--- config.mk ---
export PLATFORM = sky130hd
export DESIGN_NAME = rr_mux_8to1
export DESIGN_NICKNAME = d
export VERILOG_FILES = /design/src/rtl/rr_mux_8to1_pkg.sv /design/src/rtl/rr_arbiter_8.sv /design/src/rtl/rr_mux_8to1.sv
export SDC_FILE = /design/constraint.sdc
export NUM_CORES = 1
export LEC_CHECK = 0
export BUFFER_PORTS_ARGS = -buffer_cell sky130_fd_sc_hd__buf_2
export CAP_MARGIN = 15
export CORE_UTILIZATION = 50
export DETAILED_ROUTE_END_ITERATION = 12
export PLACE_DENSITY = 0.83
export SLEW_MARGIN = 5
export SYNTH_ARGS = -nofsm -noshare
export SYNTH_HDL_FRONTEND = slang
export SYNTH_SLANG_ARGS = --single-unit
export TNS_END_PERCENT = 100
--- constraint.sdc ---
create_clock -name clk -period 9.3 [get_ports clk]
set_input_delay 1.395 -clock clk [delete_from_list [all_inputs] [get_ports clk]]
set_output_delay 1.395 -clock clk [all_outputs]
set_load 0.02 [all_outputs]
--- src/rtl/rr_mux_8to1_pkg.sv ---
// Shared constants and types for the 8-lane round-robin multiplexer.
// Lane count and select width live here so the top and arbiter agree on sizing.

package rr_mux_8to1_pkg;

   localparam int unsigned NUM_LANES = 8;
   localparam int unsigned SEL_W     = 3;

   // Output stage occupancy: EMPTY means out_valid is low, FULL means a word is held.
   typedef enum logic [0:0] {
      StEmpty = 1'b0,
      StFull  = 1'b1
   } state_e;

   // Lane after idx, wrapping naturally within SEL_W bits (7 -> 0).
   function automatic logic [SEL_W-1:0] next_lane(input logic [SEL_W-1:0] idx);
      return idx + SEL_W'(1);
   endfunction

endpackage

--- src/rtl/rr_arbiter_8.sv ---
// Purely combinational round-robin arbiter: grants the first requesting lane
// found when searching from ptr upward, wrapping modulo NUM_LANES.

module rr_arbiter_8
   import rr_mux_8to1_pkg::*;
(
   input  logic [NUM_LANES-1:0] req,
   input  logic [SEL_W-1:0]     ptr,
   output logic [NUM_LANES-1:0] gnt_onehot,
   output logic [SEL_W-1:0]     gnt_idx,
   output logic                 any_gnt
);

   logic [SEL_W-1:0] idx;

   always_comb begin
      gnt_onehot = '0;
      gnt_idx    = '0;
      any_gnt    = 1'b0;
      idx        = '0;
      for (int unsigned k = 0; k < NUM_LANES; k++) begin
         // Offset addition wraps in SEL_W bits, giving the modulo search order.
         idx = ptr + SEL_W'(k);
         if (!any_gnt && req[idx]) begin
            any_gnt = 1'b1;
            gnt_idx = idx;
         end
      end
      gnt_onehot[gnt_idx] = any_gnt;
   end

endmodule

--- src/rtl/rr_mux_8to1.sv ---
// Eight-lane valid/ready round-robin multiplexer with a single registered output stage.
// The output register reloads in the same cycle it is drained, so throughput is one word/cycle.

module rr_mux_8to1
   import rr_mux_8to1_pkg::*;
#(
   parameter int unsigned WIDTH = 8
) (
   input  logic                       clk,
   input  logic                       rst,
   input  logic [NUM_LANES*WIDTH-1:0] in_data,
   input  logic [NUM_LANES-1:0]       in_valid,
   output logic [NUM_LANES-1:0]       in_ready,
   output logic [WIDTH-1:0]           out_data,
   output logic [SEL_W-1:0]           out_sel,
   output logic                       out_valid,
   input  logic                       out_ready
);

   state_e              state_q, state_d;
   logic [SEL_W-1:0]    ptr_q;
   logic [WIDTH-1:0]    data_q;
   logic [SEL_W-1:0]    sel_q;

   logic                loadable;
   logic [NUM_LANES-1:0] arb_req;
   logic [NUM_LANES-1:0] gnt_onehot;
   logic [SEL_W-1:0]    gnt_idx;
   logic                any_gnt;
   logic [WIDTH-1:0]    lane_data [NUM_LANES];
   logic [WIDTH-1:0]    grant_data;

   always_comb begin
      for (int unsigned i = 0; i < NUM_LANES; i++) begin
         lane_data[i] = in_data[i*WIDTH +: WIDTH];
      end
   end

   assign loadable = (state_q == StEmpty) || out_ready;
   // Masking requests (not grants) keeps in_ready zero during reset and stalls.
   assign arb_req  = (loadable && !rst) ? in_valid : '0;

   rr_arbiter_8 u_arbiter (
      .req        (arb_req),
      .ptr        (ptr_q),
      .gnt_onehot (gnt_onehot),
      .gnt_idx    (gnt_idx),
      .any_gnt    (any_gnt)
   );

   assign grant_data = lane_data[gnt_idx];

   always_comb begin
      state_d = state_q;
      unique case (state_q)
         StEmpty: begin
            if (any_gnt) begin
               state_d = StFull;
            end
         end
         StFull: begin
            if (out_ready && !any_gnt) begin
               state_d = StEmpty;
            end
         end
         default: state_d = StEmpty;
      endcase
   end

   always_ff @(posedge clk) begin
      if (rst) begin
         state_q <= StEmpty;
         ptr_q   <= '0;
         data_q  <= '0;
         sel_q   <= '0;
      end else begin
         state_q <= state_d;
         if (any_gnt) begin
            data_q <= grant_data;
            sel_q  <= gnt_idx;
            ptr_q  <= next_lane(gnt_idx);
         end
      end
   end

   assign in_ready  = gnt_onehot;
   assign out_valid = (state_q == StFull);
   assign out_data  = data_q;
   assign out_sel   = sel_q;

endmodule

==> impl_metrics.yaml <==
run_status:
  status: "finished clean"
worst_setup_path:
  crit_type: "input port to output port"
  cp.arrival_ns: 4.92
  crit_chain: "buf_2 -> nor2b_1 -> nor3_2 -> mux4_2 -> o21ba_2 -> o32ai_2 -> a21oi_4 -> inv_2 -> or3_1 -> nor2_1 -> buf_2"
  cp.required_ns: 7.91
  critPathMaxStageDelay_ns: 0.68
  end_kind: "output port"
  crit_top_cell: "buf_2"
  crit-reg2reg-launch: "ptr_q[0]"
  crit_family: "simple AND/OR/NAND/NOR gates"
  crit_buf_inv: 3
  crit_fanout: 23
  crit_slowest_cell: "nor2b_1"
  r2r_cells: 12
  start_kind: "input port"
  r2r_slack_ns: 4.54
  r2r-end: "out_data[1]"
global_route:
  grt_usage_pct: 26.3
  use_met3_pct: 3.78
  busiest_layer: "met2"
  antenna_found_initial: 0
  gr-total-overflow: 0
  met1_usage_pct: 33.8
  grt_start_max_net_pins: 24
  grt_pass1_wl_mm: 9.40
  grt_pass1_vias: 2149
  grt_util_met2_pct: 43.1
pwr:
  clockPowerShare_pct: 4.5
  internal_power_mw: 0.562
  swShare_pct: 53.7
  p_sw_mw: 0.652
  power_density_nw_per_um2: 453
  pwr-share-comb_pct: 83.6
  ir_worst_vdd_v: 0.000321
  seq_power_share_pct: 11.9
  p_leak_nw: 1.26
sta:
  min_period_over_period_pct: 67.9
  layout_min_cycle_time_ns: 6.31
  relSlewSlack_pct: 34.7
  whs_ns: 0.473
  hold_violations: 0
  fin_tns_setup_ns: 0
  clock.fmax_mhz: 158
  worstMarginPinSlew_ns: 0.979
  rsz0062_at_grt: "false"
  setup_viol_count_final: 0
  drv_slew: 0
  finClkSkew_ns: 0.00147
synthesis:
  synth_edf_count: 0
  synth_top_area_share_pct: 18.0
  ys_types: 57
  synth.yosys.seq_area_share_pct: 13.5
  synth_flop_cell: "dfxtp_1"
  synth_nets: 352
  ys_ff_latch: 15
  synth_area_leaders: "mux2i_1, dfxtp_1, mux2_2, nand2_1, mux4_2"
  synthArstFlopShare_pct: 0
  netlist_area_um2: 2230
  avgSynthCellArea_um2: 8.09
  synth-warning-count: 0
  synthCells: 275
  yosysTopAreaCell: "mux2i_1"
min_path:
  min_path_cells: 2
  worstHoldPathType: "register to register"
  holdCritStartpoint: "out_sel[1]"
  min_to: "out_sel[1]"
clocking:
  clkTransAtPathRegs_ns: 0.06
  clock_sinks: 15
  htree_levels: 1
  cts_hold_buf: 0
  post_cts_resize_count: 0
  cts_tree: "yes"
  cts_buffers: 3
  clock_latency_ns: 0.25
  clockBufferDepth: 2
  cts_setup_buffers: 0
  cts-root-buf: "clkbuf_8"
cells_and_area:
  drive_gt1_share_pct: 37.8
  nets: 430
  ff_latch_area_um2: 300
  antenna_cells: 0
  mostFrequentLayoutCells: "buf_2, mux2i_1, nand2_1"
  multiInputGateArea_um2: 1770
  area_growth_pct: 20.4
  final_common_cell: "buf_2"
  fill_cells: 358
drt:
  viasPerCell: 6.12
  post_drt_wl_per_cell_um: 15.8
  dr.pass1.iters: 4
  ant_nets: 0
  drt_wl_total_mm: 6.35
  drc: 0
  drtIter0Drc: 145
  vias: 2459
place:
  hpwlAfterDp_mm: 4.94
  numPortBuffers: 94
  routabilityCongestion: 0.912
floorplanning:
  rows: 23
  dieHeight_um: 68.7
  dieArea_um2: 4720
  start_util_pct: 53.7
  die_w_um: 68.7
  core_um2: 4140
  io_pins: 95
flow_run:
  maxCapViolations: 0
cell usage after synthesis, drive strengths merged (6+ instances only):
cell type  instances
mux2              13
inv                6
mux2i             41
nor3              16
dfxtp             15
nand2b            10
nor2              21
buf               15
o22ai             13
a21oi             11
clkbuf             7
nand2             30
o21ai              9
worst reg2reg max path, cell delays in order, from the launching register on:
cell	delay (ns)
dfxtp_1	0.96
inv_1	0.36
ha_1	0.56
inv_1	0.19
and2_1	0.18
a22o_1	0.17
and4_1	0.19
a311o_1	0.36
a21oi_4	0.66
inv_2	0.14
or3_1	0.54
o221a_1	0.26
o22ai_1	0.12
flip-flops by register name, indices dropped and copies added, names as in the netlist:
register,count
out_sel,3
ptr_q,3
out_valid,1
out_data,8
power groups by stage:
stage	Clock [mW]	Sequential, mW	Combinational [mW]
2_1_floorplan	0	0.143	0.848
3_3_place_gp	0	0.143	0.987
3_5_place_dp	0	0.143	1.00
4_1_cts	0.0544	0.143	1.01
5_1_grt	0.0575	0.148	1.10
6_report	0.0542	0.145	1.02
layout make-up:
cell class	count	share of cell area, %
inverter	6	0.840
sequential	15	11.2
multi-input combinational	232	66.1
timing repair buffer	95	17.8
tap	50	2.33
clock buffer	3	1.54
clock inverter	1	0.187
cells by family (layout without fill, tap and decap cells):
group | count (synthesis) | in the layout | share of synthesized area [%]
mux | 58 | 58 | 29.2
simple gates | 102 | 102 | 24.3
buf+inv | 28 | 105 | 6.97
fa+ha+maj | 2 | 2 | 1.12
xor+xnor | 3 | 3 | 2.19
flops | 15 | 15 | 13.5
compound gates | 67 | 67 | 22.7
worst max-delay path by stage:
| stage | depth (start not counted) | slack, ns | startpoint | end |
|---|---|---|---|---|
| finish | 11 | 2.99 | out_ready | in_ready[0] |
| global placement | 11 | 3.08 | out_ready | in_ready[0] |
| floorplan | 10 | 4.06 | out_ready | in_ready[3] |
| detailed placement | 11 | 3.03 | out_ready | in_ready[0] |
| global route | 11 | 2.74 | out_ready | in_ready[0] |
| CTS | 11 | 3.02 | out_ready | in_ready[0] |
through the flow:
stage               std cells  cell area [um2]  worst slack (ns)  power (mW)  utilization, %
finish                    402             2680              2.99        1.21            64.7
global route              402             2680              2.74        1.31            64.7
CTS                       402             2680              3.02        1.20            64.7
detailed placement        398             2630              3.03        1.15            63.6
global placement          398             2630              3.08        1.13            63.6
floorplan                 275             2230              4.06       0.991               -
per-layer routing:
metal	routed length (um)	vias up
li1	-	1191
met1	2660	1141
met2	3110	113
met3	451	14
met4	128	0
met5	0	-
Note: power is estimated with default switching activity, not from simulation.
